**src/rtl/router_pkg.sv**
```systemverilog
// -----------------------------------------------------------------------------
// router_pkg
// Shared definitions for the router packet transmitter slice.
//   - Field widths for address, length and data bytes
//   - Transmit FSM state encoding
//   - Header packing and parity accumulation helpers
// -----------------------------------------------------------------------------
package router_pkg;

    localparam int ADDR_W    = 2;
    localparam int LEN_W     = 6;
    localparam int DATA_W    = 8;
    localparam int MAX_LEN   = 63;
    localparam int BUF_DEPTH = MAX_LEN + 1;
    localparam int PTR_W     = 6;

    typedef enum logic [2:0] {
        ST_IDLE    = 3'd0,
        ST_LOAD    = 3'd1,
        ST_HEADER  = 3'd2,
        ST_PAYLOAD = 3'd3,
        ST_PARITY  = 3'd4,
        ST_GAP     = 3'd5
    } tx_state_e;

    // Header byte carries the length in the upper six bits, address below.
    function automatic logic [DATA_W-1:0] hdr_pack(
        input logic [LEN_W-1:0]  len,
        input logic [ADDR_W-1:0] addr
    );
        return {len, addr};
    endfunction

    // Running XOR parity over every byte sent on the router side.
    function automatic logic [DATA_W-1:0] parity_update(
        input logic [DATA_W-1:0] parity,
        input logic [DATA_W-1:0] data
    );
        return parity ^ data;
    endfunction

endpackage

```
**src/rtl/router_tx_buf.sv**
```systemverilog
// -----------------------------------------------------------------------------
// router_tx_buf
// 64x8 payload buffer: one write port, one read port, registered read data.
// The read register always holds mem[read pointer], including the case where
// that entry is being written on the same edge, so the transmitter can launch
// the next byte on the edge the current one is consumed.
//
// Ports:
//   clock, reset  : clock, synchronous active-high reset
//   i_clr         : synchronous clear of both pointers
//   i_wr_en       : write i_wr_data at the write pointer, then advance it
//   i_wr_data     : byte to store
//   i_rd_inc      : advance the read pointer
//   o_wr_ptr      : current write pointer
//   o_rd_ptr      : current read pointer
//   o_rd_data     : registered copy of mem[o_rd_ptr]
// -----------------------------------------------------------------------------
module router_tx_buf
    import router_pkg::*;
(
    input  logic              clock,
    input  logic              reset,
    input  logic              i_clr,
    input  logic              i_wr_en,
    input  logic [DATA_W-1:0] i_wr_data,
    input  logic              i_rd_inc,
    output logic [PTR_W-1:0]  o_wr_ptr,
    output logic [PTR_W-1:0]  o_rd_ptr,
    output logic [DATA_W-1:0] o_rd_data
);

    logic [DATA_W-1:0] r_mem [BUF_DEPTH];
    logic [PTR_W-1:0]  r_wr_ptr;
    logic [PTR_W-1:0]  r_rd_ptr;
    logic [DATA_W-1:0] r_rd_data;
    logic [PTR_W-1:0]  w_rd_next;
    logic              w_bypass;

    // Read pointer value after this edge; the read register follows it.
    always_comb begin
        w_rd_next = r_rd_ptr;
        if (i_clr) begin
            w_rd_next = {PTR_W{1'b0}};
        end else if (i_rd_inc) begin
            w_rd_next = r_rd_ptr + PTR_W'(1);
        end else begin
            w_rd_next = r_rd_ptr;
        end
    end

    // Forward the write data when it lands on the entry about to be read.
    assign w_bypass = i_wr_en && (r_wr_ptr == w_rd_next);

    // Pointer and read-data registers.
    always_ff @(posedge clock) begin
        if (reset) begin
            r_wr_ptr  <= {PTR_W{1'b0}};
            r_rd_ptr  <= {PTR_W{1'b0}};
            r_rd_data <= {DATA_W{1'b0}};
        end else begin
            if (i_clr) begin
                r_wr_ptr <= {PTR_W{1'b0}};
            end else if (i_wr_en) begin
                r_wr_ptr <= r_wr_ptr + PTR_W'(1);
            end else begin
                r_wr_ptr <= r_wr_ptr;
            end
            r_rd_ptr  <= w_rd_next;
            r_rd_data <= w_bypass ? i_wr_data : r_mem[w_rd_next];
        end
    end

    // Storage array write port; contents need no reset.
    always_ff @(posedge clock) begin
        if (!reset && i_wr_en) begin
            r_mem[r_wr_ptr] <= i_wr_data;
        end
    end

    assign o_wr_ptr  = r_wr_ptr;
    assign o_rd_ptr  = r_rd_ptr;
    assign o_rd_data = r_rd_data;

endmodule

```
**src/rtl/router_pkt_tx.sv**
```systemverilog
// -----------------------------------------------------------------------------
// router_pkt_tx
// Packet transmitter feeding the router input port. A descriptor (address,
// length) is accepted, the whole payload is buffered, then header, payload
// and parity are driven on pkt_valid/data_in while honouring busy. A gap of
// GAP_CYCLES idle cycles (0..15) follows each packet.
//
// Optional feature macro: ROUTER_PKT_TX_ERR_INJECT_EN
//   When defined, input inject_err is sampled at request accept and, if set,
//   the transmitted parity byte is inverted.
//
// Ports:
//   clock, reset        : clock, synchronous active-high reset
//   req_valid/req_ready : descriptor handshake (req_addr, req_len)
//   pl_valid/pl_ready   : payload byte handshake (pl_data)
//   busy                : router back-pressure; byte on data_in held while 1
//   pkt_valid, data_in  : router-side byte stream (pkt_valid low on parity)
//   tx_active           : high from request accept to end of gap
//   tx_done             : one-cycle pulse after the parity byte is consumed
//   inject_err          : (macro only) invert parity of this packet
// -----------------------------------------------------------------------------
module router_pkt_tx
    import router_pkg::*;
#(
    parameter int unsigned GAP_CYCLES = 3
) (
    input  logic              clock,
    input  logic              reset,
    input  logic              req_valid,
    input  logic [ADDR_W-1:0] req_addr,
    input  logic [LEN_W-1:0]  req_len,
    output logic              req_ready,
    input  logic              pl_valid,
    input  logic [DATA_W-1:0] pl_data,
    output logic              pl_ready,
    input  logic              busy,
`ifdef ROUTER_PKT_TX_ERR_INJECT_EN
    input  logic              inject_err,
`endif
    output logic              pkt_valid,
    output logic [DATA_W-1:0] data_in,
    output logic              tx_active,
    output logic              tx_done
);

    localparam logic [3:0] GAP_VAL = 4'(GAP_CYCLES);

    tx_state_e         r_state;
    logic [ADDR_W-1:0] r_addr;
    logic [LEN_W-1:0]  r_len;
    logic [DATA_W-1:0] r_parity;
    logic [3:0]        r_gap_cnt;
    logic              r_pkt_valid;
    logic [DATA_W-1:0] r_data_in;
    logic              r_tx_active;
    logic              r_tx_done;
`ifdef ROUTER_PKT_TX_ERR_INJECT_EN
    logic              r_inject;
`endif

    logic              w_accept;
    logic              w_wr_en;
    logic              w_rd_inc;
    logic              w_last_wr;
    logic              w_last_rd;
    logic [PTR_W-1:0]  w_wr_ptr;
    logic [PTR_W-1:0]  w_rd_ptr;
    logic [DATA_W-1:0] w_rd_data;
    logic [DATA_W-1:0] w_parity_out;

    assign w_accept = (r_state == ST_IDLE) && req_valid;
    assign w_wr_en  = (r_state == ST_LOAD) && pl_valid;

    // The byte being written now is the final one of the payload.
    assign w_last_wr = (w_wr_ptr == (r_len - LEN_W'(1)));

    // In PAYLOAD the read pointer is one past the byte on data_in, so
    // reaching len means the byte on data_in is the last one.
    assign w_last_rd = (w_rd_ptr == r_len);

    // Step the read pointer whenever a header or non-final payload byte is
    // consumed, so the buffer has the next byte ready on that same edge.
    assign w_rd_inc = !busy &&
                      (((r_state == ST_HEADER) && (r_len != LEN_W'(0))) ||
                       ((r_state == ST_PAYLOAD) && !w_last_rd));

`ifdef ROUTER_PKT_TX_ERR_INJECT_EN
    assign w_parity_out = r_parity ^ {DATA_W{r_inject}};
`else
    assign w_parity_out = r_parity;
`endif

    router_tx_buf u_buf (
        .clock     (clock),
        .reset     (reset),
        .i_clr     (w_accept),
        .i_wr_en   (w_wr_en),
        .i_wr_data (pl_data),
        .i_rd_inc  (w_rd_inc),
        .o_wr_ptr  (w_wr_ptr),
        .o_rd_ptr  (w_rd_ptr),
        .o_rd_data (w_rd_data)
    );

    // Handshake readies decode from the state register only.
    always_comb begin
        req_ready = 1'b0;
        pl_ready  = 1'b0;
        case (r_state)
            ST_IDLE: begin
                req_ready = 1'b1;
                pl_ready  = 1'b0;
            end
            ST_LOAD: begin
                req_ready = 1'b0;
                pl_ready  = 1'b1;
            end
            default: begin
                req_ready = 1'b0;
                pl_ready  = 1'b0;
            end
        endcase
    end

    // Transmit FSM with registered router-side outputs.
    always_ff @(posedge clock) begin
        if (reset) begin
            r_state     <= ST_IDLE;
            r_addr      <= {ADDR_W{1'b0}};
            r_len       <= {LEN_W{1'b0}};
            r_parity    <= {DATA_W{1'b0}};
            r_gap_cnt   <= 4'd0;
            r_pkt_valid <= 1'b0;
            r_data_in   <= {DATA_W{1'b0}};
            r_tx_active <= 1'b0;
            r_tx_done   <= 1'b0;
`ifdef ROUTER_PKT_TX_ERR_INJECT_EN
            r_inject    <= 1'b0;
`endif
        end else begin
            r_tx_done <= 1'b0;
            case (r_state)
                ST_IDLE: begin
                    if (req_valid) begin
                        r_addr      <= req_addr;
                        r_len       <= req_len;
                        r_parity    <= hdr_pack(req_len, req_addr);
                        r_tx_active <= 1'b1;
                        r_gap_cnt   <= 4'd0;
`ifdef ROUTER_PKT_TX_ERR_INJECT_EN
                        r_inject    <= inject_err;
`endif
                        if (req_len != LEN_W'(0)) begin
                            r_state <= ST_LOAD;
                        end else begin
                            // Nothing to buffer: header goes out immediately.
                            r_state     <= ST_HEADER;
                            r_pkt_valid <= 1'b1;
                            r_data_in   <= hdr_pack(req_len, req_addr);
                        end
                    end
                end
                ST_LOAD: begin
                    if (pl_valid) begin
                        r_parity <= parity_update(r_parity, pl_data);
                        if (w_last_wr) begin
                            r_state     <= ST_HEADER;
                            r_pkt_valid <= 1'b1;
                            r_data_in   <= hdr_pack(r_len, r_addr);
                        end
                    end
                end
                ST_HEADER: begin
                    if (!busy) begin
                        if (r_len != LEN_W'(0)) begin
                            r_state   <= ST_PAYLOAD;
                            r_data_in <= w_rd_data;
                        end else begin
                            r_state     <= ST_PARITY;
                            r_pkt_valid <= 1'b0;
                            r_data_in   <= w_parity_out;
                        end
                    end
                end
                ST_PAYLOAD: begin
                    if (!busy) begin
                        if (w_last_rd) begin
                            r_state     <= ST_PARITY;
                            r_pkt_valid <= 1'b0;
                            r_data_in   <= w_parity_out;
                        end else begin
                            r_data_in <= w_rd_data;
                        end
                    end
                end
                ST_PARITY: begin
                    if (!busy) begin
                        r_tx_done   <= 1'b1;
                        r_pkt_valid <= 1'b0;
                        r_data_in   <= {DATA_W{1'b0}};
                        r_gap_cnt   <= 4'd0;
                        if (GAP_VAL == 4'd0) begin
                            r_state     <= ST_IDLE;
                            r_tx_active <= 1'b0;
                        end else begin
                            r_state <= ST_GAP;
                        end
                    end
                end
                ST_GAP: begin
                    // The tx_done cycle is the first gap cycle; stay one
                    // extra so GAP_CYCLES full idle cycles follow it.
                    if (r_gap_cnt == GAP_VAL) begin
                        r_state     <= ST_IDLE;
                        r_tx_active <= 1'b0;
                        r_gap_cnt   <= 4'd0;
                    end else begin
                        r_gap_cnt <= r_gap_cnt + 4'd1;
                    end
                end
                default: begin
                    r_state     <= ST_IDLE;
                    r_pkt_valid <= 1'b0;
                    r_data_in   <= {DATA_W{1'b0}};
                    r_tx_active <= 1'b0;
                end
            endcase
        end
    end

    assign pkt_valid = r_pkt_valid;
    assign data_in   = r_data_in;
    assign tx_active = r_tx_active;
    assign tx_done   = r_tx_done;

endmodule

```
**config.mk**
```make
export PLATFORM = sky130hd
export DESIGN_NAME = router_pkt_tx
export DESIGN_NICKNAME = d
export VERILOG_FILES = /design/src/rtl/router_pkg.sv /design/src/rtl/router_tx_buf.sv /design/src/rtl/router_pkt_tx.sv
export SDC_FILE = /design/constraint.sdc
export NUM_CORES = 1
export LEC_CHECK = 0
export ABC_CLOCK_PERIOD_IN_PS = 5100
export CORE_MARGIN = 3
export CORE_UTILIZATION = 45
export CTS_BUF_LIST = sky130_fd_sc_hd__clkbuf_16
export DETAILED_ROUTE_END_ITERATION = 8
export HOLD_SLACK_MARGIN = 0.03
export PLACE_DENSITY = 0.65
export SLEW_MARGIN = 30
export SYNTH_ARGS = -nofsm -noshare
export SYNTH_HDL_FRONTEND = slang
export SYNTH_SLANG_ARGS = --single-unit
export TNS_END_PERCENT = 5
```
**constraint.sdc**
```tcl
create_clock -name clock -period 5.1 [get_ports clock]
set_input_delay 1.275 -clock clock [delete_from_list [all_inputs] [get_ports clock]]
set_output_delay 1.275 -clock clock [all_outputs]
set_load 0.005 [all_outputs]
```
# Word level (Yosys, flattened, before mapping)
# Memory sizes are Yosys's and may differ from the RTL's. A register that Yosys moved wholly into a read port is not among the register bits.
# Index checks and enable logic that the tools add are counted.
# classes
add_sub_neg	4
eq_ne	18
n_mux	48
bitwise	4
n_reduce_logical	25
# op_table
op	n
2-to-1 mux 8 bit	11
one-hot mux 8 bit (6 select lines)	1
2-to-1 mux 3 bit	9
!= test 2 bit (second input constant)	10
one-hot mux 3 bit (6 select lines)	1
2-to-1 mux 1 bit	16
one-hot mux 8 bit (2 select lines)	1
AND reduction 8 bit	2
adder 6 x 1 -> 6 bit (second input constant)	2
== test 6 bit	2
2-to-1 mux 4 bit	3
2-to-1 mux 6 bit	2
one-hot mux 4 bit (3 select lines)	1
nonzero test 6 bit	2
AND reduction 10 bit	1
AND reduction 3 bit	3
XOR 8 bit	1
== test 3 x 2 -> 1 bit (second input constant)	2
== test 3 bit (second input constant)	2
logical AND 1 bit	6
one-hot mux 1 bit (6 select lines)	1
subtractor 6 x 1 -> 6 bit (second input constant)	1
adder 4 x 1 -> 4 bit (second input constant)	1
== test 4 x 2 -> 1 bit (second input constant)	1
12 further kinds	17
# word_totals
reg_bits	46
ramBits	512
in_bits	21
word_cells	111
mem_count	1
# memory_table
memory	words	word_bits	rd	rd_clocked_by_memory_dff	wr	line_no	source
u_buf.r_mem	64	8	1	1	1	router_tx_buf.sv:32	logic [DATA_W-1:0] r_mem [BUF_DEPTH];

# Logic depth before layout (Yosys ltp)
# depth
word_depth	7
ltp_mapped	17
ltp_nobuf	12

# Cells and area by module
# A second synthesis with hierarchy kept.
# hier_totals
cells_unflattened	1758
area_unflattened_um2	23607.6
# by_module_without_submodules
mod	instances	cells_per_inst	area_per_inst_um2
router_tx_buf	1	1495	21546.9
router_pkt_tx	1	263	2060.7

# Worst setup path after synthesis
# No wires, ideal clock.
# synth_timing
path_type	input to register
from	in busy
to	reg u_buf.r_rd_data[6] (netlist: u_buf.o_rd_data[6]) (read register of u_buf.r_mem)
setup_ns	0.079
arrival_ns	3.523
slack_ns	1.497
stages	12
cell_sequence	a311o_1 > o22a_1 > buf_6 > or3_4 > a21oi_2 > buf_6 > nor2_1 > a211oi_1 > o2111ai_1 > and3_1 > o22a_1 > a211oi_2
# synth_between
elab_chain_len	4
# synth_lines
item	line_no	source
start: declaration	router_pkt_tx.sv:36	input logic busy,
logical NOT 1 bit	n/a	
logical AND 1 bit	router_pkt_tx.sv:83	assign w_rd_inc = !busy &&
2-to-1 mux 6 bit	router_tx_buf.sv:44	end else if (i_rd_inc) begin
2-to-1 mux 6 bit	router_tx_buf.sv:42	if (i_clr) begin
end: declaration	router_tx_buf.sv:35	logic [DATA_W-1:0] r_rd_data;
# Every way passes these cells.
# A chain may end at the register's enable or synchronous reset.

# Worst setup path after layout
# layout_timing
from	in busy
to	reg u_buf.r_rd_data[0] (netlist: u_buf.o_rd_data[0]) (read register of u_buf.r_mem)
# The elaborated chain is that of the path after synthesis.

==> out/metrics.sh <==
OUTCOME='finished clean'
TOTAL_POWER_mW=10.52
DESIGN.PORTCOUNT=34
SKEW_NS=0.04422
CP.REQUIRED_NS=5.65
HOLD_CLASS='flop to flop'
GRT_FIRST_PASS_WIRELENGTH_MM=103.0
CP-END-KIND='flop'
POST-DP-HPWL_MM=45.63
AREA_SHARE_OF_THE_LARGEST_CELL_TYPE_AFTER_SYNTHESIS=0.6452
GRT_PASS1_VIAS=15466
POST_SYNTH.CELL_AREA_AVG_UM2=12.77
FINAL_MIN_PERIOD_OVER_CLOCK_PERIOD=0.8929
SYNTH.TOP_CELLS.BY_AREA='edfxtp_1 65%, nand2_1 6.2%, dfxtp_1 4.5%'
CTS_INSERTED_BUFFERS=58
WL_MM=69.63
PLACE.PORT_BUFFERS=33
CTS.PATH.MAX_BUFFERS=3
AREA.SEQUENTIAL_UM2=16460
SETUP_VIOL_COUNT_FINAL=0
GR-TOTAL-OVERFLOW=0
CLOCK_TREE_FROM_TRITONCTS='yes'
SYNTH_WARNINGS=0
DRT_ITER0_DRC=2268
GRTUSAGETOTAL=0.2469
DIE_W_UM=236.1
CRITICAL_PATH_ARRIVAL_NS=5.10
POST_CTS_RESIZED=0
SYNTH-MAIN-FF-CELL='edfxtp_1'
SYNTH_SEQ_CELLS=566
YS_TYPES=76
TIGHTESTPINTRANSITION_NS=1.021
FINALNETCOUNT=1972
YS_TOP_CELLS_BY_COUNT='512 x edfxtp_1, 396 x nand2_1, 131 x nor2_1, 98 x a21oi_1, 82 x nand3_1'
FINAL.FILL_COUNT=4369
PATH_CELLS='clkdlybuf4s50_1 > a311o_1 > o22a_1 > mux2_4 > buf_12 > buf_4 > nand2_1 > and3_1 > a311oi_1 > nor3_1 > nor4_1 > nor4_1 > nor3_1'
INITIAL_UTIL=0.4598
WORST_HOLD_SLACK_NS=0.4496
PLACEABLE_CORE_REGION_UM2=51820
FINAL_HOLD_VIOL_COUNT=0
SYNTH.MOST_COMMON_CELL='edfxtp_1'
CLOCKROOTBUFFER='clkbuf_16'
CLKLATENCYLATEPIN_NS=0.63
WORST_SETUP_HOLD_PATH_CLK_SLEW_NS=0.06
MAPPED_CELLS=1866
YOSYSSEQAREASHARE=0.6906
DIE_AREA_UM2=55750
MIN_PERIOD_NS=4.554
DR.PASS1.ITERS=8
TIMING.FMAX_MHz=219.6
NETLIST.TOP_CELL.BY_AREA='edfxtp_1'
SYNTH_ENABLE_FLOP_CELLS=512
PLACEMENT_ROWS=83
POST-ROUTE-UTIL=0.5219
POWER-PER-CELL-AREA_nW_PER_UM2=389.0
DP_SLACK_NS=-0.01544
CRIT_FAMILY='simple AND/OR/NAND/NOR gates'
AVERAGE_WIRE_PER_CELL_IN_THE_ROUTED_DESIGN_UM=26.09
TIMING.MAX_CAP.VIOLATIONS=0
DRC_ERRORS=0
CRITICAL_SETUP_PATH_CLASS='input pin to flop'
RSZ0062_AT_GRT='no'
MULTIINPUTGATEAREA_UM2=6690
DIE_Y_UM=236.1
CTS.REPAIR_TIMING.SETUP_BUFFER_COUNT=0
WORSTPATHBUFFERINVERTERCOUNT=3
CTS-HTREE-LEVELS=2
P_LEAK_nW=9.468
AREA_DELTA_SYNTH_FINAL_PCT=13.49
POSTSYNTHNETCOUNT=1891
MAX-VDD-IR-DROP_V=0.0002583
DRIVE_ABOVE_1_SHARE=0.1197
TIMING.MAX_SLEW.REL_SLACK=0.3171
FIN_WS_NS=0.5462
MAXIMUM_NUMBER_OF_PINS_ON_ONE_NET_BEFORE_GLOBAL_ROUTE_REPAIR=47
DRT-VIAS-PER-INSTANCE=6.074
GRT_ANTENNA_BEFORE_REPAIR=1
POSTCTSHOLDBUFS=0
POSTSYNTH.ASYNCRESETSHARE=0
CLOCK_SINK_COUNT=566
FINAL_ANTENNA_NET_COUNT=0
FINAL_GP_CONGESTION=0.9922
PATH_MAX_FANOUT=24
RRSETUPSLACK_NS=0.76
CRIT_PATH_TOP_DELAY_CELL='nor4_1'
MAPPEDNETLISTAREA_UM2=23830
CRITICAL-PATH-MAX-STAGE-DELAY_NS=0.58
ANTENNA_CELLS=0
ROUTED-VIA-COUNT=16212
DRV_SLEW=0
START_KIND='input pin'
-- worst reg2reg max path, cell delays in order (launching register included) --
cell	delay [ns]
dfxtp_1	0.56
xor2_1	0.14
nor4_2	0.44
o22a_1	0.58
mux2_4	0.53
buf_12	0.26
buf_4	0.17
nand2_1	0.05
and3_1	0.18
a311oi_1	0.35
nor3_1	0.08
nor4_1	0.58
nor4_1	0.15
nor3_1	0.20
-- placed cells by master, fill, tap and decap left out, types with 19 or more instances in the layout --
cell	Yosys	layout
edfxtp_1	512	512
nand2_1	396	396
nor2_1	131	130
buf_4	21	103
a21oi_1	98	98
nand3_1	82	82
mux2i_1	81	79
clkbuf_16	0	58
dfxtp_1	54	54
and3_1	36	36
o21ai_0	31	31
a311oi_1	25	25
nor3_1	24	24
a31oi_1	24	24
clkdlybuf4s50_1	0	24
inv_1	6	19
-- worst paths after layout --
check | start | to | depth (start not counted)
worst min-delay path | data_in[4] | data_in[4] | 2
worst min register to register | data_in[4] | data_in[4] | 2
worst max-delay path | busy | u_buf.o_rd_data[0] | 13
worst max register to register | u_buf.o_rd_ptr[2] | u_buf.o_rd_data[0] | 13
-- power breakdown --
group / total [mW] / switching [mW] / internal, mW
clock network: 3.94 / 1.74 / 2.20
registers: 5.22 / 0.0958 / 5.13
logic: 1.36 / 0.844 / 0.511
-- layout make-up --
| class | instances | area share |
|---|---|---|
| Sequential cell | 566 | 0.6085 |
| Multi-Input combinational cell | 1168 | 0.2474 |
| Clock buffer | 58 | 0.05367 |
| Timing Repair Buffer | 147 | 0.04728 |
| Tap cell | 680 | 0.03146 |
| Clock inverter | 44 | 0.01087 |
| Inverter | 6 | 0.0008328 |
-- state kept, by name, indices dropped and copies added, names as in the netlist --
name,flops
data_in,8
pkt_valid,1
r_addr,2
r_gap_cnt,4
r_len,6
r_parity,8
r_state,3
tx_active,1
tx_done,1
u_buf.o_rd_data,8
u_buf.o_rd_ptr,6
u_buf.o_wr_ptr,6
u_buf.r_mem,512
-- cells by family after synthesis --
| logic type | Yosys count | share of synthesized area |
|---|---|---|
| buf+inv | 132 | 0.03035 |
| compound gates | 287 | 0.08108 |
| fa+ha+maj | 4 | 0.002100 |
| flops | 566 | 0.6906 |
| simple gates | 752 | 0.1392 |
| xor+xnor | 27 | 0.01024 |
| mux | 98 | 0.04642 |
-- metal layers --
| metal | share of wire | vias up | track usage | wire length [um] |
|---|---|---|---|---|
| met3 | 0.097 | 158 | 0.04794 | 6747 |
| met1 | 0.41 | 8071 | 0.3499 | 28360 |
| met4 | 0.041 | 2 | 0.09310 | 2880 |
| met5 | 0.00019 | - | 0 | 13 |
| met2 | 0.45 | 876 | 0.3797 | 31630 |
| li1 | - | 7105 | - | - |
-- metrics by stage --
stage	instances	TNS, ns	area (um2)
4_1_cts	2669	0	27040
5_1_grt	2669	0	27040
3_3_place_gp	2567	0	25300
3_5_place_dp	2567	-0.01544	25300
6_report	2669	0	27040
2_1_floorplan	1866	0	23830
Note: power is estimated with default switching activity, not from simulation.
